File: config.mk
export PLATFORM = sky130hd
export DESIGN_NAME = serial_add64
export DESIGN_NICKNAME = d
export VERILOG_FILES = /design/src/rtl/serial_add64_pkg.sv /design/src/rtl/serial_add64_add1.sv /design/src/rtl/serial_add64.sv
export SDC_FILE = /design/constraint.sdc
export NUM_CORES = 1
export LEC_CHECK = 0
export CAP_MARGIN = 20
export CORE_ASPECT_RATIO = 1.5
export CORE_MARGIN = 2
export CORE_UTILIZATION = 49
export DETAILED_ROUTE_END_ITERATION = 7
export PLACE_DENSITY = 0.88
export SYNTH_ARGS = -nofsm -noshare
export SYNTH_HDL_FRONTEND = slang
export SYNTH_SLANG_ARGS = --single-unit
File: constraint.sdc
create_clock -name clk -period 1.75 [get_ports clk]
set_clock_uncertainty 0.05 [all_clocks]
set_input_delay 0.175 -clock clk [delete_from_list [all_inputs] [get_ports clk]]
set_output_delay 0.175 -clock clk [all_outputs]
set_load 0.02 [all_outputs]
File: src/rtl/serial_add64_pkg.sv
// Shared definitions for the bit-serial adder/subtractor: FSM state encoding
// and the default operand width.
package serial_add64_pkg;

  localparam int DEF_WIDTH = 64;

  typedef enum logic [1:0] {
    ST_IDLE = 2'd0,
    ST_RUN  = 2'd1,
    ST_DONE = 2'd2
  } state_e;

endpackage : serial_add64_pkg

File: src/rtl/serial_add64_add1.sv
// Team 1-bit full adder; the only arithmetic element of the serial datapath.
module add1 (
  input  logic a,
  input  logic b,
  input  logic cin,
  output logic sum,
  output logic co
);

  assign sum = a ^ b ^ cin;
  assign co  = (a & b) | (cin & (a ^ b));

endmodule : add1

File: src/rtl/serial_add64.sv
// Bit-serial WIDTH-bit add/subtract: one bit pair per clock, LSB first, through
// a single full adder; result and flags are registered on entry to DONE.
module serial_add64
  import serial_add64_pkg::*;
#(
  parameter int WIDTH = DEF_WIDTH
) (
  input  logic             clk,
  input  logic             rst_n,
  input  logic             start,
  input  logic             sub,
  input  logic [WIDTH-1:0] a,
  input  logic [WIDTH-1:0] b,
  output logic             busy,
  output logic             done,
  output logic [WIDTH-1:0] sum,
  output logic             cout,
  output logic             zf,
  output logic             sf,
  output logic             of
);

  localparam int              CW       = (WIDTH > 1) ? $clog2(WIDTH) : 1;
  localparam logic [CW-1:0]   CNT_LAST = CW'(WIDTH - 1);
  localparam logic [CW-1:0]   CNT_ONE  = CW'(1);

  state_e           state_q;
  logic [WIDTH-1:0] a_q;
  logic [WIDTH-1:0] b_q;
  logic [WIDTH-1:0] res_q;
  logic [WIDTH-1:0] res_d;
  logic [WIDTH-1:0] sum_q;
  logic [CW-1:0]    cnt_q;
  logic             carry_q;
  logic             busy_q;
  logic             done_q;
  logic             cout_q;
  logic             zf_q;
  logic             sf_q;
  logic             of_q;
  logic             fa_sum;
  logic             fa_co;

  add1 u_add1 (
    .a   (a_q[0]),
    .b   (b_q[0]),
    .cin (carry_q),
    .sum (fa_sum),
    .co  (fa_co)
  );

  // Result register with the current sum bit shifted in at the MSB.
  always_comb begin
    res_d = {fa_sum, res_q[WIDTH-1:1]};
  end

  // Control FSM, operand/result shift registers, counter and output flags.
  always_ff @(posedge clk or negedge rst_n) begin
    if (!rst_n) begin
      state_q <= ST_IDLE;
      a_q     <= {WIDTH{1'b0}};
      b_q     <= {WIDTH{1'b0}};
      res_q   <= {WIDTH{1'b0}};
      sum_q   <= {WIDTH{1'b0}};
      cnt_q   <= {CW{1'b0}};
      carry_q <= 1'b0;
      busy_q  <= 1'b0;
      done_q  <= 1'b0;
      cout_q  <= 1'b0;
      zf_q    <= 1'b0;
      sf_q    <= 1'b0;
      of_q    <= 1'b0;
    end else begin
      case (state_q)
        ST_IDLE: begin
          done_q <= 1'b0;
          if (start) begin
            // Subtraction is a + ~b + 1: invert b here and seed the carry.
            a_q     <= a;
            b_q     <= b ^ {WIDTH{sub}};
            carry_q <= sub;
            cnt_q   <= {CW{1'b0}};
            busy_q  <= 1'b1;
            state_q <= ST_RUN;
          end
        end
        ST_RUN: begin
          a_q     <= {1'b0, a_q[WIDTH-1:1]};
          b_q     <= {1'b0, b_q[WIDTH-1:1]};
          res_q   <= res_d;
          carry_q <= fa_co;
          cnt_q   <= cnt_q + CNT_ONE;
          if (cnt_q == CNT_LAST) begin
            // carry_q is the carry into the MSB during the final bit.
            state_q <= ST_DONE;
            busy_q  <= 1'b0;
            done_q  <= 1'b1;
            sum_q   <= res_d;
            cout_q  <= fa_co;
            zf_q    <= (res_d == {WIDTH{1'b0}});
            sf_q    <= fa_sum;
            of_q    <= carry_q ^ fa_co;
          end
        end
        ST_DONE: begin
          done_q  <= 1'b0;
          state_q <= ST_IDLE;
        end
        default: begin
          busy_q  <= 1'b0;
          done_q  <= 1'b0;
          state_q <= ST_IDLE;
        end
      endcase
    end
  end

  assign busy = busy_q;
  assign done = done_q;
  assign sum  = sum_q;
  assign cout = cout_q;
  assign zf   = zf_q;
  assign sf   = sf_q;
  assign of   = of_q;

endmodule : serial_add64

==> run metrics, run 1 <==
outcome finished clean; first-pass GRT wire length 48650 um; drt drc 0; final period utilization 99.42%; met3 wire length 1712 um; die area 26780 sq um; Clk pwr share 32.9%; PwrDens 1085 nW/um^2; Post CTS Setup Buffer Count 0; Final Setup Violations 0; Top Metal Used met5; layout cell share with drive strength beyond 1 12.43%; top cells by count, synth dfrtp_1 (269), nand2_1 (193), nor2b_1 (131); Met1 Wirelength 12210 um; layout overhead on the synthesized area 28.66%; Final Slew Violations 0; DIE HEIGHT 199.4 um; Max Cap Violations 0; Die X 134.3 um; TritonCTS buffer count 26; gr usage total 21.94%; Pre-antenna DRT Iters 5; leading register cell type out of synthesis dfrtp_1; Slew headroom 69.93%; reg-to-reg startpoint a_q[0]; Yosys Warn Count 0; Hold Slack 0.07529 ns; wire length on met2 15580 um; vias in the first global route 9688; Slowest-stage cell, CP clkdlybuf4s50_1; fillers 1893; Area contributors post-synth dfrtp_1 (54%), nor2b_1 (6.6%), nand2_1 (5.8%); Crit path max-delay family buffers and inverters; area share of the largest cell type after synthesis 53.96%; Core Util, Final 64.07%; critical path, cell by cell clkdlybuf4s50_1; largest net degree at the start of global routing 81; Synth area leader dfrtp_1; antenna-violating nets left 0; final setup TNS 0 ns; initial antenna violation count 1; Slew @ Worst Pin 0.4510 ns; routability cong. 0.7905; Async SR Flop Fraction 100.0%; Mapped Area 12480 sq um; crit path launch type flop; final hold vios 0; worst vdd ir 785.9 uV; htree depth 1; Crit Path Class flop to primary output; CTS tree done; switching share of power 28.27%; RSZ-0062 raised after global routing true; Final Critical Period 1.740 ns; Hold WC Path Type primary input to flop; Final HPWL DP 19720 um; DRT Wirelength 30110 um; syn_area_per_cell 10.38 sq um; Critical Path Sink Type primary output; CTS sink cnt 269; CP Launch Point sum[41]; Clock Tree Root clkbuf_16; CP required 1.52 ns; Switching Power 4.924 mW; initial DRC count 613; most numerous cell in the Yosys netlist dfrtp_1; CTS Buffer Depth 3; CP peak stage delay 0.62 ns; grt total ovfl 0; Int Pwr 12.50 mW; IO buf count 201; Pleak 7.391 nW; number of enable flip-flop cells after synthesis 0; sequential cell area fraction in the yosys report 53.96%; nets@finish 1516; Flop pwr share 47.6%; Gate Count Post-Synth 1202; via count 9672; FMAX 574.8 MHz; Synth Register Bits 269; Site Rows 71; Comb pwr share 19.6%; Buf/Inv on CP 1; Worst Hold Launch sub; io pins 202; WL per Instance 17.42 um; Skew-Pair Late Insertion Delay 0.53 ns; crit path DAT 1.51 ns; Core Box Area 25050 sq um; # diodes 0; vias per inst 5.597; Syn Nets 1336; initial core utilization 49.80%; unique cell type count in the Yosys netlist 34; worst-path maximum fanout 2; CTS clock-pin slew for the worst setup and hold paths 0.06 ns
[worst paths after layout]
| check | cells past startpoint | end | slack [ns] |
|---|---|---|---|
| worst max-delay path | 1 | sum[41] | 0.01 |
| worst min-delay path | 3 | carry_q | 0.08 |
| worst max register to register | 5 | zf | 0.03 |
| worst min register to register | 1 | cnt_q[5] | 0.45 |
| max in group asynchronous | 3 | res_q[51] | 0.90 |
| min in group asynchronous | 2 | b_q[23] | 0.11 |
[metrics by stage]
| step | std cells | setup WS [ns] | total power, mW | area [sq um] |
|---|---|---|---|---|
| floorplan | 1202 | 0.07863 | 10.34 | 12480 |
| global placement | 1680 | -0.03928 | 11.54 | 15090 |
| global route | 1728 | -0.06563 | 18.36 | 16050 |
| finish | 1728 | 0.01020 | 17.42 | 16050 |
| CTS | 1727 | 0.001850 | 17.55 | 15950 |
| detailed placement | 1680 | -0.02699 | 11.78 | 15090 |
[kinds of logic (layout without fill, tap and decap cells)]
group | count (synthesis) | in the layout | share of synthesized area, %
XOR/XNOR | 65 | 65 | 4.563
AO/OA/AOI/OAI | 338 | 338 | 16.82
AND/OR/NAND/NOR | 362 | 362 | 14.21
flip-flops | 269 | 269 | 53.96
multiplexers | 69 | 69 | 6.790
adder cells (fa/ha/maj) | 2 | 2 | 0.2607
buffers and inverters | 97 | 295 | 3.400
[sequential cells by signal (all words and copies together), names as in the netlist, 2 cells and up]
name / count
sum: 63
a_q: 64
b_q: 64
cnt_q: 6
state_q: 2
res_q: 63
[metal layers]
layer  global-route usage [%]  up-vias
met4                    5.731        2
met3                    3.704       48
met1                    28.00     4789
li1                         -     4520
met2                    38.72      313
met5                        0        -
[power groups by stage]
| stage | combinational [mW] | clock [mW] | sequential [mW] |
|---|---|---|---|
| finish | 3.41 | 5.72 | 8.29 |
| global route | 3.82 | 6.11 | 8.44 |
| CTS | 3.43 | 5.85 | 8.27 |
| detailed placement | 3.41 | 0 | 8.37 |
| global placement | 3.26 | 0 | 8.28 |
| floorplan | 2.17 | 0 | 8.17 |
[placed cells by master, fill, tap and decap left out, types with 2 or more instances in the layout]
| master | instances |
|---|---|
| a21oi_1 | 130 |
| a22o_1 | 2 |
| a22oi_1 | 70 |
| buf_12 | 19 |
| buf_4 | 25 |
| bufinv_16 | 3 |
| clkbuf_1 | 2 |
| clkbuf_16 | 28 |
| clkbuf_8 | 2 |
| clkdlybuf4s50_1 | 154 |
| clkinv_2 | 8 |
| clkinvlp_4 | 3 |
| dfrtp_1 | 267 |
| dfrtp_4 | 2 |
| dlygate4sd2_1 | 18 |
| dlymetal6s2s_1 | 26 |
| inv_1 | 2 |
| mux2_2 | 49 |
| mux2_4 | 19 |
| nand2_1 | 192 |
| nand4_1 | 6 |
| nor2_1 | 6 |
| nor2_4 | 2 |
| nor2b_1 | 129 |
| nor2b_4 | 2 |
| nor4_1 | 16 |
| o211ai_1 | 2 |
| o21ai_0 | 75 |
| o22a_1 | 57 |
| xnor2_1 | 57 |
| xor2_1 | 8 |
[repair_timing]
item | 4_1_cts | 5_1_grt
gates cloned | 0 | 1
pin swaps | 2 | 1
endpoints found under the hold margin | 269 | 0
gates resized for setup | 18 | 30
hold buffers | 1 | 0
endpoints found under the setup margin | 19 | 79
[area by class of cell]
cell class,instances,area (sq um),share of cell area [%]
inverter,2,7.507,0.04677
multi-input combinational,836,5364,33.42
tap,328,410.4,2.557
clock buffer,31,710.7,4.427
timing repair buffer,247,2659,16.56
clock inverter,15,161.4,1.006
sequential,269,6739,41.98
(Power assumes the default switching activity.)
==> run 2, diff against run 1 <==
--- a/config.mk
+++ b/config.mk
@@ -10,7 +10,8 @@
 export CORE_MARGIN = 2
 export CORE_UTILIZATION = 49
 export DETAILED_ROUTE_END_ITERATION = 7
-export PLACE_DENSITY = 0.88
+export PLACE_DENSITY = 0.77
+export REMOVE_ABC_BUFFERS = 1
 export SYNTH_ARGS = -nofsm -noshare
 export SYNTH_HDL_FRONTEND = slang
 export SYNTH_SLANG_ARGS = --single-unit
==> run metrics, run 2 (synthesis results as in run 1) <==
htree depth 1 (unchanged); largest net degree at the start of global routing 66 (-19%); WL per Instance 16.78 um (-3.7%); area occupied by multi-input gates 5359 sq um (about the same); worst vdd ir 720.5 uV (-8.3%); CTS sink cnt 269 (unchanged); initial DRC count 572 (-6.7%); die area 26780 sq um (unchanged); reg-to-reg startpoint carry_q; worst-path maximum fanout 3 (+1); Crit Path Class flop to flop; final period utilization 97.91% (-1.5 points); Die X 134.3 um (unchanged); CTS clock-pin slew for the worst setup and hold paths 0.07 ns (about the same); grt total ovfl 0 (unchanged); CP required 2.16 ns (+0.64 ns); layout cell share with drive strength beyond 1 12.23% (-0.20 points); Max Cap Violations 0 (unchanged); layout overhead on the synthesized area 29.34%; Slew @ Worst Pin 0.4365 ns (-0.01458 ns); Total Power 18.13 mW (+4.1%); crit path launch type flop; final setup TNS 0 ns (unchanged); antenna-violating nets left 0 (unchanged); Final Critical Period 1.713 ns (-0.02637 ns); nets@finish 1512 (-0.26%); vias per inst 5.519 (-1.4%); Core Box Area 25050 sq um (unchanged); TritonCTS buffer count 26 (unchanged); Hold Slack 0.1090 ns (+0.03373 ns); Final Setup Violations 0 (unchanged); Final Slew Violations 0 (unchanged); initial antenna violation count 3 (+2); Final HPWL DP 19090 um (-3.2%); final hold vios 0 (unchanged); DIE HEIGHT 199.4 um (unchanged); fillers 1981 (+4.6%); worst r2r dst zf; Skew-Pair Late Insertion Delay 0.52 ns (about the same); IO buf count 201 (unchanged); CP peak stage delay 0.53 ns (-0.09 ns); Site Rows 71 (unchanged); FMAX 583.6 MHz (+1.5%); initial core utilization 49.80% (unchanged); most frequent cells in the layout dfrtp_1 (267), nand2_1 (193), clkdlybuf4s50_1 (147), a21oi_1 (130), nor2b_1 (129); Pre-antenna DRT Iters 5 (unchanged); io pins 202 (unchanged); final worst setup slack 0.03657 ns (+0.02637 ns); PwrDens 1124 nW/um^2 (+3.5%); reg-to-reg slack, setup 0.04 ns (about the same); drt drc 0 (unchanged); Slowest-stage cell, CP fa_1; Hold WC Path Type primary input to asynchronous set/reset pin; routability cong. 0.7991 (+1.1%); RSZ-0062 raised after global routing true; Clock Tree Root clkbuf_16; via count 9543 (-1.3%); most common cell after layout, fill and taps aside dfrtp_1; CTS Buffer Depth 3 (unchanged); first-pass GRT wire length 47810 um (-1.7%); Pleak 7.443 nW (+0.70%); Post-Place Cells 1676 (-0.24%); vias in the first global route 9471 (-2.2%); gr usage total 21.66% (-0.28 points); crit path DAT 2.12 ns (+0.61 ns); Final Instance Count excl. Fillers 1729 (+0.058%); Critical Path Sink Type flop; R2R depth 5 (unchanged); DRT Wirelength 29010 um (-3.7%); outcome finished clean; Slew headroom 70.63% (+0.70 points); FF+latch area 6739 sq um (unchanged); pre-CTS WS -0.02281 ns (+0.004182 ns); top flop regs a_q x64, b_q x64; critical path, cell by cell fa_1 -> nor4_2 -> nand4_1 -> nor4_1 -> mux2_2; CTS tree done
## run 2: layer usage
| layer | vias to the layer above | GRT usage [%] | share of wire (%) |
|---|---|---|---|
| li1 | 4523 | - | - |
| met3 | 39 | 4.084 | 6.1 |
| met5 | - | 0 | 0 |
| met2 | 279 | 38.74 | 52 |
| met1 | 4702 | 27.25 | 40 |
| met4 | 0 | 4.873 | 1.7 |
## run 2: critical path: cells and delay by family (launching register included)
family	cells	cell delay (ns)
DFF	1	0.40
and+or+nand+nor	3	0.48
adders and majority gates	1	0.53
muxes	1	0.19
## run 2: worst max-delay path by stage
stage / cells after the start / to / startpoint
floorplan: 3 / sum[44] / state_q[0]
CTS: 5 / zf / a_q[0]
detailed placement: 5 / zf / carry_q
global route: 5 / zf / carry_q
global placement: 5 / zf / carry_q
finish: 5 / zf / carry_q
## run 2: repair_timing
| item | CTS | global route |
|---|---|---|
| gates cloned | 0 | 1 |
| hold endpoints to repair | 269 | 0 |
| setup endpoints to repair | 22 | 37 |
| gates resized for setup | 21 | 32 |
| setup buffers | 0 | 0 |
| pin swaps | 3 | 2 |
| hold buffers | 1 | 0 |
## run 2: per-stage QoR
stage | instance area (sq um) | util, %
2_1_floorplan | 12060 | -
3_3_place_gp | 15020 | 59.95
3_5_place_dp | 15020 | 59.95
4_1_cts | 16010 | 63.92
5_1_grt | 16140 | 64.41
6_report | 16140 | 64.41
## run 2: layout make-up
class | instances | share of cell area, %
Multi-Input combinational cell | 836 | 33.21
Timing Repair Buffer | 243 | 16.12
Tap cell | 328 | 2.543
Clock inverter | 19 | 1.970
Inverter | 2 | 0.04653
Sequential cell | 269 | 41.76
Clock buffer | 29 | 4.296
Antenna cell | 3 | 0.04653
## run 2: power breakdown
group	switching, mW	total, mW	internal [mW]
Clock	2.46	6.52	4.06
Combinational	1.58	3.38	1.80
Sequential	0.889	8.24	7.35
Total	4.93	18.1	13.2
